<file path="src/rtl/axis_traffic_pkg.sv">
// rtl/axis_traffic_pkg.sv - shared constants, generator states and beat encoding for the traffic tile
package axis_traffic_pkg;

    localparam int SeqLsb  = 16;
    localparam int BeatLsb = 8;
    localparam int LenLsb  = 0;

    localparam logic [31:0] PatternMask = 32'hA5A5A5A5;
    localparam logic [15:0] LfsrSeed    = 16'hACE1;
    // Galois form of x^16 + x^14 + x^13 + x^11 + 1
    localparam logic [15:0] LfsrTaps    = 16'hB400;

    typedef enum logic [1:0] {
        GEN_IDLE,
        GEN_SEND,
        GEN_GAP
    } gen_state_e;

    function automatic logic [31:0] make_beat(input logic [15:0] seq,
                                              input logic [7:0]  beat,
                                              input logic [7:0]  len_m1);
        return {seq, beat, len_m1};
    endfunction

endpackage

</file>
<file path="src/rtl/axis_traffic_checker.sv">
// rtl/axis_traffic_checker.sv - s_axis sink: per-tid sequence contexts, error and packet counters
module axis_traffic_checker
    import axis_traffic_pkg::*;
#(
    parameter int TDataWidth = 64,
    parameter int TIdWidth   = 5
) (
    input  logic                  clk_i,
    input  logic                  rst_i,
    input  logic                  clear_i,
    input  logic                  random_ready_i,
    input  logic                  s_axis_tvalid_i,
    output logic                  s_axis_tready_o,
    input  logic [TDataWidth-1:0] s_axis_tdata_i,
    input  logic                  s_axis_tlast_i,
    input  logic [TIdWidth-1:0]   s_axis_tid_i,
    output logic [15:0]           rx_packet_count_o,
    output logic [15:0]           error_count_o,
    output logic                  error_o
);

    localparam int NumCtx = 1 << TIdWidth;

    logic [15:0] exp_seq_q  [NumCtx];
    logic [7:0]  exp_beat_q [NumCtx];
    logic [15:0] lfsr_q;
    logic [15:0] rx_count_q, err_count_q;
    logic        error_q;

    logic        hs, upper_bad, beat_err;
    logic [31:0] low;
    logic [15:0] rx_seq;
    logic [7:0]  rx_beat, rx_len_m1;

    assign s_axis_tready_o = random_ready_i ? lfsr_q[0] : 1'b1;
    assign hs        = s_axis_tvalid_i && s_axis_tready_o;
    assign low       = s_axis_tdata_i[31:0];
    assign rx_seq    = low[SeqLsb +: 16];
    assign rx_beat   = low[BeatLsb +: 8];
    assign rx_len_m1 = low[LenLsb +: 8];

    always_comb begin
        upper_bad = 1'b0;
        for (int i = 32; i < TDataWidth; i++) begin
            if (s_axis_tdata_i[i] != (low[i % 32] ^ PatternMask[i % 32])) upper_bad = 1'b1;
        end
    end

    // Sequence is only meaningful on the first beat; later beats are judged by index and framing.
    assign beat_err = ((rx_beat == 8'd0) && (rx_seq != exp_seq_q[s_axis_tid_i]))
                   || (rx_beat != exp_beat_q[s_axis_tid_i])
                   || (s_axis_tlast_i != (rx_beat == rx_len_m1))
                   || upper_bad;

    always_ff @(posedge clk_i) begin
        if (rst_i) begin
            lfsr_q      <= LfsrSeed;
            rx_count_q  <= '0;
            err_count_q <= '0;
            error_q     <= 1'b0;
            for (int c = 0; c < NumCtx; c++) begin
                exp_seq_q[c]  <= '0;
                exp_beat_q[c] <= '0;
            end
        end else begin
            lfsr_q <= {1'b0, lfsr_q[15:1]} ^ (lfsr_q[0] ? LfsrTaps : 16'h0000);
            // Contexts always follow the received stream so one bad beat reports once, not forever.
            if (hs) begin
                exp_beat_q[s_axis_tid_i] <= s_axis_tlast_i ? 8'd0 : rx_beat + 8'd1;
                if (s_axis_tlast_i) exp_seq_q[s_axis_tid_i] <= rx_seq + 16'd1;
            end
            if (clear_i) begin
                rx_count_q  <= '0;
                err_count_q <= '0;
                error_q     <= 1'b0;
            end else if (hs) begin
                if (s_axis_tlast_i) rx_count_q <= rx_count_q + 16'd1;
                if (beat_err) begin
                    if (err_count_q != 16'hFFFF) err_count_q <= err_count_q + 16'd1;
                    error_q <= 1'b1;
                end
            end
        end
    end

    assign rx_packet_count_o = rx_count_q;
    assign error_count_o     = err_count_q;
    assign error_o           = error_q;

endmodule

</file>
<file path="src/rtl/axis_traffic_tile.sv">
// rtl/axis_traffic_tile.sv - AXI-Stream traffic generator and checker tile for NoC PE slots
module axis_traffic_tile
    import axis_traffic_pkg::*;
#(
    parameter int TDataWidth      = 64,
    parameter int TIdWidth        = 5,
    parameter int TDestWidth      = 5,
    parameter int NumStreams      = 4,
    parameter int MaxPacketLength = 16,
    parameter int SrcId           = 0
) (
    input  logic                             clk_axis_i,
    input  logic                             rst_axis_i,
    input  logic                             start_i,
    input  logic [15:0]                      num_packets_i,
    input  logic [7:0]                       packet_length_i,
    input  logic [3:0]                       beat_gap_i,
    input  logic [NumStreams*TDestWidth-1:0] dest_table_i,
    input  logic                             random_ready_i,
    input  logic                             inject_error_i,
    output logic                             m_axis_tvalid_o,
    input  logic                             m_axis_tready_i,
    output logic [TDataWidth-1:0]            m_axis_tdata_o,
    output logic                             m_axis_tlast_o,
    output logic [TIdWidth-1:0]              m_axis_tid_o,
    output logic [TDestWidth-1:0]            m_axis_tdest_o,
    input  logic                             s_axis_tvalid_i,
    output logic                             s_axis_tready_o,
    input  logic [TDataWidth-1:0]            s_axis_tdata_i,
    input  logic                             s_axis_tlast_i,
    input  logic [TIdWidth-1:0]              s_axis_tid_i,
    input  logic [TDestWidth-1:0]            s_axis_tdest_i,
    output logic                             busy_o,
    output logic                             done_o,
    output logic [15:0]                      tx_packet_count_o,
    output logic [15:0]                      rx_packet_count_o,
    output logic [15:0]                      error_count_o,
    output logic                             error_o
);

    localparam int              SW         = (NumStreams > 1) ? $clog2(NumStreams) : 1;
    localparam logic [SW-1:0]   LastStream = SW'(NumStreams - 1);
    localparam logic [8:0]      MaxLen     = 9'(MaxPacketLength);

    gen_state_e                      state_q, state_d;
    logic [SW-1:0]                   stream_q, stream_d;
    logic [7:0]                      beat_q, beat_d, len_m1_q, len_m1_d;
    logic [3:0]                      gap_q, gap_d, gap_cnt_q, gap_cnt_d;
    logic [15:0]                     num_q, num_d, tx_cnt_q, tx_cnt_d;
    logic [15:0]                     seq_q [NumStreams];
    logic [15:0]                     seq_d [NumStreams];
    logic [NumStreams*TDestWidth-1:0] dest_q, dest_d;
    logic                            done_q, done_d, flip_q, flip_d, pend_q, pend_d;

    logic        hs, last_beat, last_pkt, start_ok;
    logic [8:0]  len_eff;
    logic [31:0] low_word;
    logic        unused_tdest;

    assign unused_tdest = ^s_axis_tdest_i;
    assign start_ok     = start_i && (state_q == GEN_IDLE);
    assign hs           = m_axis_tvalid_o && m_axis_tready_i;
    assign last_beat    = (beat_q == len_m1_q);
    assign last_pkt     = (tx_cnt_q == num_q - 16'd1);

    always_comb begin
        len_eff = {1'b0, packet_length_i};
        if (packet_length_i == 8'd0) len_eff = 9'd1;
        else if ({1'b0, packet_length_i} > MaxLen) len_eff = MaxLen;
    end

    always_comb begin
        state_d   = state_q;
        stream_d  = stream_q;
        beat_d    = beat_q;
        len_m1_d  = len_m1_q;
        gap_d     = gap_q;
        gap_cnt_d = gap_cnt_q;
        num_d     = num_q;
        tx_cnt_d  = tx_cnt_q;
        seq_d     = seq_q;
        dest_d    = dest_q;
        done_d    = 1'b0;
        case (state_q)
            GEN_IDLE: begin
                if (start_i) begin
                    num_d    = num_packets_i;
                    len_m1_d = 8'(len_eff - 9'd1);
                    gap_d    = beat_gap_i;
                    dest_d   = dest_table_i;
                    stream_d = '0;
                    beat_d   = '0;
                    tx_cnt_d = '0;
                    if (num_packets_i == 16'd0) done_d = 1'b1;
                    else state_d = GEN_SEND;
                end
            end
            GEN_SEND: begin
                if (hs) begin
                    if (last_beat) begin
                        beat_d           = '0;
                        seq_d[stream_q]  = seq_q[stream_q] + 16'd1;
                        tx_cnt_d         = tx_cnt_q + 16'd1;
                        stream_d         = (stream_q == LastStream) ? '0 : stream_q + 1'b1;
                    end else begin
                        beat_d = beat_q + 8'd1;
                    end
                    if (last_beat && last_pkt) begin
                        state_d = GEN_IDLE;
                        done_d  = 1'b1;
                    end else if (gap_q != 4'd0) begin
                        state_d   = GEN_GAP;
                        gap_cnt_d = gap_q;
                    end
                end
            end
            GEN_GAP: begin
                gap_cnt_d = gap_cnt_q - 4'd1;
                if (gap_cnt_q == 4'd1) state_d = GEN_SEND;
            end
            default: state_d = GEN_IDLE;
        endcase

        // A requested flip is armed only between beats so a stalled beat never changes under tvalid.
        pend_d = pend_q;
        flip_d = flip_q;
        if (state_q == GEN_SEND && !hs) begin
            pend_d = pend_q | inject_error_i;
        end else if (hs) begin
            flip_d = pend_q | inject_error_i;
            pend_d = 1'b0;
        end else begin
            flip_d = flip_q | inject_error_i;
        end
    end

    always_ff @(posedge clk_axis_i) begin
        if (rst_axis_i) begin
            state_q   <= GEN_IDLE;
            stream_q  <= '0;
            beat_q    <= '0;
            len_m1_q  <= '0;
            gap_q     <= '0;
            gap_cnt_q <= '0;
            num_q     <= '0;
            tx_cnt_q  <= '0;
            dest_q    <= '0;
            done_q    <= 1'b0;
            flip_q    <= 1'b0;
            pend_q    <= 1'b0;
            for (int s = 0; s < NumStreams; s++) seq_q[s] <= '0;
        end else begin
            state_q   <= state_d;
            stream_q  <= stream_d;
            beat_q    <= beat_d;
            len_m1_q  <= len_m1_d;
            gap_q     <= gap_d;
            gap_cnt_q <= gap_cnt_d;
            num_q     <= num_d;
            tx_cnt_q  <= tx_cnt_d;
            dest_q    <= dest_d;
            done_q    <= done_d;
            flip_q    <= flip_d;
            pend_q    <= pend_d;
            seq_q     <= seq_d;
        end
    end

    always_comb begin
        low_word = make_beat(seq_q[stream_q], beat_q, len_m1_q);
        for (int i = 0; i < TDataWidth; i++) begin
            m_axis_tdata_o[i] = (i < 32) ? low_word[i % 32] : (low_word[i % 32] ^ PatternMask[i % 32]);
        end
        m_axis_tdata_o[0] = low_word[0] ^ flip_q;
    end

    assign m_axis_tvalid_o   = (state_q == GEN_SEND);
    assign m_axis_tlast_o    = last_beat;
    assign m_axis_tid_o      = TIdWidth'(SrcId);
    assign m_axis_tdest_o    = dest_q[stream_q*TDestWidth +: TDestWidth];
    assign busy_o            = (state_q != GEN_IDLE);
    assign done_o            = done_q;
    assign tx_packet_count_o = tx_cnt_q;

    axis_traffic_checker #(
        .TDataWidth (TDataWidth),
        .TIdWidth   (TIdWidth)
    ) u_checker (
        .clk_i             (clk_axis_i),
        .rst_i             (rst_axis_i),
        .clear_i           (start_ok),
        .random_ready_i    (random_ready_i),
        .s_axis_tvalid_i   (s_axis_tvalid_i),
        .s_axis_tready_o   (s_axis_tready_o),
        .s_axis_tdata_i    (s_axis_tdata_i),
        .s_axis_tlast_i    (s_axis_tlast_i),
        .s_axis_tid_i      (s_axis_tid_i),
        .rx_packet_count_o (rx_packet_count_o),
        .error_count_o     (error_count_o),
        .error_o           (error_o)
    );

endmodule

</file>
<file path="config.mk">
export PLATFORM = sky130hd
export DESIGN_NAME = axis_traffic_tile
export DESIGN_NICKNAME = d
export VERILOG_FILES = /design/src/rtl/axis_traffic_pkg.sv /design/src/rtl/axis_traffic_checker.sv /design/src/rtl/axis_traffic_tile.sv
export SDC_FILE = /design/constraint.sdc
export NUM_CORES = 1
export LEC_CHECK = 0
export ABC_AREA = 1
export BUFFER_PORTS_ARGS = -buffer_cell sky130_fd_sc_hd__buf_2
export CELL_PAD_IN_SITES_DETAIL_PLACEMENT = 1
export CELL_PAD_IN_SITES_GLOBAL_PLACEMENT = 2
export CORE_ASPECT_RATIO = 0.8
export CORE_MARGIN = 2
export CORE_UTILIZATION = 34
export CTS_CLUSTER_DIAMETER = 100
export CTS_CLUSTER_SIZE = 25
export DETAILED_ROUTE_END_ITERATION = 8
export MAX_ROUTING_LAYER = met4
export PLACE_DENSITY = 0.79
export SYNTH_ARGS = -nofsm -noshare
export SYNTH_HDL_FRONTEND = slang
export SYNTH_SLANG_ARGS = --single-unit
</file>
<file path="constraint.sdc">
create_clock -name clk_axis_i -period 2.9 [get_ports clk_axis_i]
set_input_delay 0.29 -clock clk_axis_i [delete_from_list [all_inputs] [get_ports clk_axis_i]]
set_output_delay 0.29 -clock clk_axis_i [all_outputs]
set_load 0.02 [all_outputs]
</file>
==> metrics.txt <==
critical path's slowest cell=dfxtp_4; CP Class=reg2out; Hold Path Stages=5; Core ar.=133000 µm²; GRT Util Overall=between 20% and 30%; Max Fclk=379 MHz; global placement routability congestion=0.888; switching share of power=29.0%; Final Hold Vio Count=0; CP most frequent cell=buf_4; post-layout util=40.2%; sequential-to-total area share from yosys stat=59.3%; layout cells sized above 1=13.4%; clk_lat worst skew=between 0.6 and 0.7 ns; antenna fix cells=0; Mean Syn Cell Area=8.58 µm²; FF-to-FF End=u_checker.error_count_o[9]; first-pass GRT wire length=236000 µm; crit share post-route=91.0%; maximum root-to-sink buffer count=3; max-cap violations=0; CP delay by family, top=buffers and inverters; async set-reset flop share out of synthesis=0%; max incr delay on CP=0.43 ns; status=completed; CTS tree=yes; r2r worst-path depth=17; Synth cell types=48; Req. time, crit path=2.61 ns; crit path cell chain=inv_4 -> buf_4 -> buf_4 -> nand2_1 -> a32oi_1 -> buf_2; CTS H-tree lvls=2; GRT overflow=0; WP buf/inv=4; Syn. warnings=0; WL per Instance=20.9 µm; non-filler instance count after layout=7511; sequential power share=a little under three fifths; clk root buf=clkbuf_16; die width=413 µm; peak supply drop=0.434 mV; Worst Setup End Kind=output port; crit path DAT=2.35 ns; total routed wirelength=157000 µm; Routed Antenna Nets=0; initial antenna violation count=0; largest net degree at the start of global routing=58; Area contributors post-synth=edfxtp_1 51%, nand2_1 15%, nor2_1 8.7%; #FFs+latches synth=964; pre-CTS setup slack=-0.320 ns; RR Startpoint=u_checker.exp_beat_q[27][6]; Combinational Power Share=16.7%; CTS Buf Count=46; top cell type's share of synthesized area=a little over 50%; crit path launch type=flop; relative slew slack=between 50% and 60%; number of global-route vias before repair=between 30000 and 40000; height of the die=between 300 and 400 µm; Post-synth EDFFs=768; Initial DRC Count=~3000; final setup fails=0; area leader, netlist=edfxtp_1; placed cells=7390; Hold Path Sink=len_m1_q[2]; HP Start=packet_length_i[2]; top_reg_cell synth=edfxtp_1; worst clock skew=0.0440 ns; Ports=258; Pint=between 20000 and 25000 µW; setup_tns=0 ns; minimum clock period=2.64 ns; Final nets=5863; Syn Inst Count=around 5300; Crit Path Max Fanout=14; PwrDens=527 nW/µm²; Sw Pwr=8180 µW; Core Rows=120; Port-buffer cells=between 200 and 250; clock sinks=964; LEAKAGE=0.0229 µW; worst setup margin=between 0.2 and 0.3 ns; clk slew on worst S/H paths=about 0.11 ns; DPL Wire Length=112000 µm; Clock power frac=about 28%; most numerous cell in the Yosys netlist=nand2_1; R2R setup slack=0.28 ns; Placed Area=~52000 µm²; total iterations of the first detailed-routing run=6; Area Growth Syn to Fin=17.9%; Max Slew Vio Count=0; class of the worst hold path=in2reg; vias=37700; worst slew pin tran=0.712 ns; design area=around 54000 µm²; starting density of the core=34.1%; most common library cells after synthesis=1859 x nand2_1, 1050 x nor2_1, 768 x edfxtp_1; via/cell ratio=about 5.0; die area=137000 µm²; drt drc=0; Post-Syn Area=45500 µm²
-- metrics by stage --
stage | hold WS [ns] | power [µW]
2_1_floorplan | 0.388 | 18600
3_3_place_gp | 0.390 | 20600
3_5_place_dp | 0.397 | 20700
4_1_cts | 0.0228 | 28500
5_1_grt | 0.102 | 29400
6_report | 0.0684 | 28300
-- power by group through the flow --
| stage | logic, µW | clock network, µW | registers, µW |
|---|---|---|---|
| 4_1_cts | 4720 | 8060 | 15700 |
| 3_3_place_gp | 4580 | 0 | 16000 |
| 5_1_grt | 5180 | 8470 | 15800 |
| 3_5_place_dp | 4650 | 0 | 16000 |
| 2_1_floorplan | 2610 | 0 | 16000 |
| 6_report | 4720 | 7830 | 15700 |
-- worst reg2reg max path: stages, from the launching register on --
cell      delay (ns)
edfxtp_1        0.37
a22oi_1         0.32
nand2_1         0.10
nand2_1         0.07
nand2_1         0.09
nor2_1          0.34
nand2_1         0.10
nand2_1         0.07
nand2_1         0.05
nor2_1          0.11
nand3_1         0.12
nor2_1          0.21
nand2_2         0.14
buf_4           0.20
nand3_1         0.07
nand2_1         0.05
nand2_1         0.06
nor2_1          0.04
-- cells in the final DEF, fill, tap and decap left out, types with 15 or more instances in the layout --
cell,synthesis,routed
buf_12,0,84
ha_1,16,15
nand3_1,167,167
a22oi_1,69,69
nor3_1,54,53
dfxtp_1,196,194
nand2_1,1859,1858
dlygate4sd3_1,0,46
nand4_1,61,61
nor2_1,1050,1042
inv_1,268,266
clkbuf_16,0,48
edfxtp_1,768,768
buf_2,84,245
a21oi_1,96,96
o21ai_0,130,130
buf_4,33,317
clkinv_1,28,29
xor2_1,64,55
xnor2_1,34,33
-- worst max-delay path by stage --
| stage | startpoint | endpoint | slack [ns] | cells after the start |
|---|---|---|---|---|
| 3_3_place_gp | s_axis_tid_i[1] | u_checker.error_count_o[9] | -0.29 | 23 |
| 5_1_grt | num_q[0] | gap_cnt_q[3] | -0.03 | 16 |
| 4_1_cts | stream_q[0] | seq_q[28] | 0.05 | 16 |
| 6_report | stream_q[0] | m_axis_tdata_o[62] | 0.26 | 6 |
| 3_5_place_dp | s_axis_tid_i[1] | u_checker.error_count_o[9] | -0.32 | 23 |
| 2_1_floorplan | s_axis_tid_i[0] | u_checker.exp_seq_q[29][0] | 0.15 | 12 |
-- timing repair --
action | in CTS | in global routing
endpoints found under the setup margin | 0 | 106
hold buffers | 46 | 0
hold endpoints to repair | 48 | 0
buffers inserted | 0 | 2
gates resized for setup | 0 | 17
-- flip-flops by register name, summed over array words and instances (netlist names) --
name / cells
done_o: 1
dest_q: 20
seq_q: 64
gap_q: 4
len_m1_q: 8
flip_q: 1
u_checker.exp_seq_q: 512
tx_packet_count_o: 16
u_checker.error_o: 1
num_q: 16
gap_cnt_q: 4
pend_q: 1
u_checker.lfsr_q: 16
u_checker.error_count_o: 16
beat_q: 8
state_q: 2
u_checker.rx_packet_count_o: 16
u_checker.exp_beat_q: 256
stream_q: 2
-- kinds of logic (layout without fill, tap and decap cells) --
group                    count (synthesis)  in the layout  share of synthesized area, %
flip-flops                             964            964                          59.3
adder cells (fa/ha/maj)                 16             16                         0.440
AO/OA/AOI/OAI                          348            348                          4.49
buffers and inverters                  633           1072                          5.78
XOR/XNOR                                98             98                          1.89
other                                    1              5                       0.00824
AND/OR/NAND/NOR                       3239           3239                          28.1
-- cell type report --
cell class                 instances  area [µm²]
fill                           15700       79700
inverter                         306        1170
clock inverter                    11         100
clock buffer                      62        1250
sequential                       964       27000
timing repair buffer             693        5760
tap                             1769        2210
multi-input combinational       3706       16100
-- layer usage --
metal	global-route usage [%]	part of all wire, %	vias up
met3	2.57	5.2	115
met4	3.95	1.5	0
met1	33.8	48	18900
met5	-	0	-
li1	-	-	17800
met2	35.6	45	812
Power figures use the tool's default switching activity.
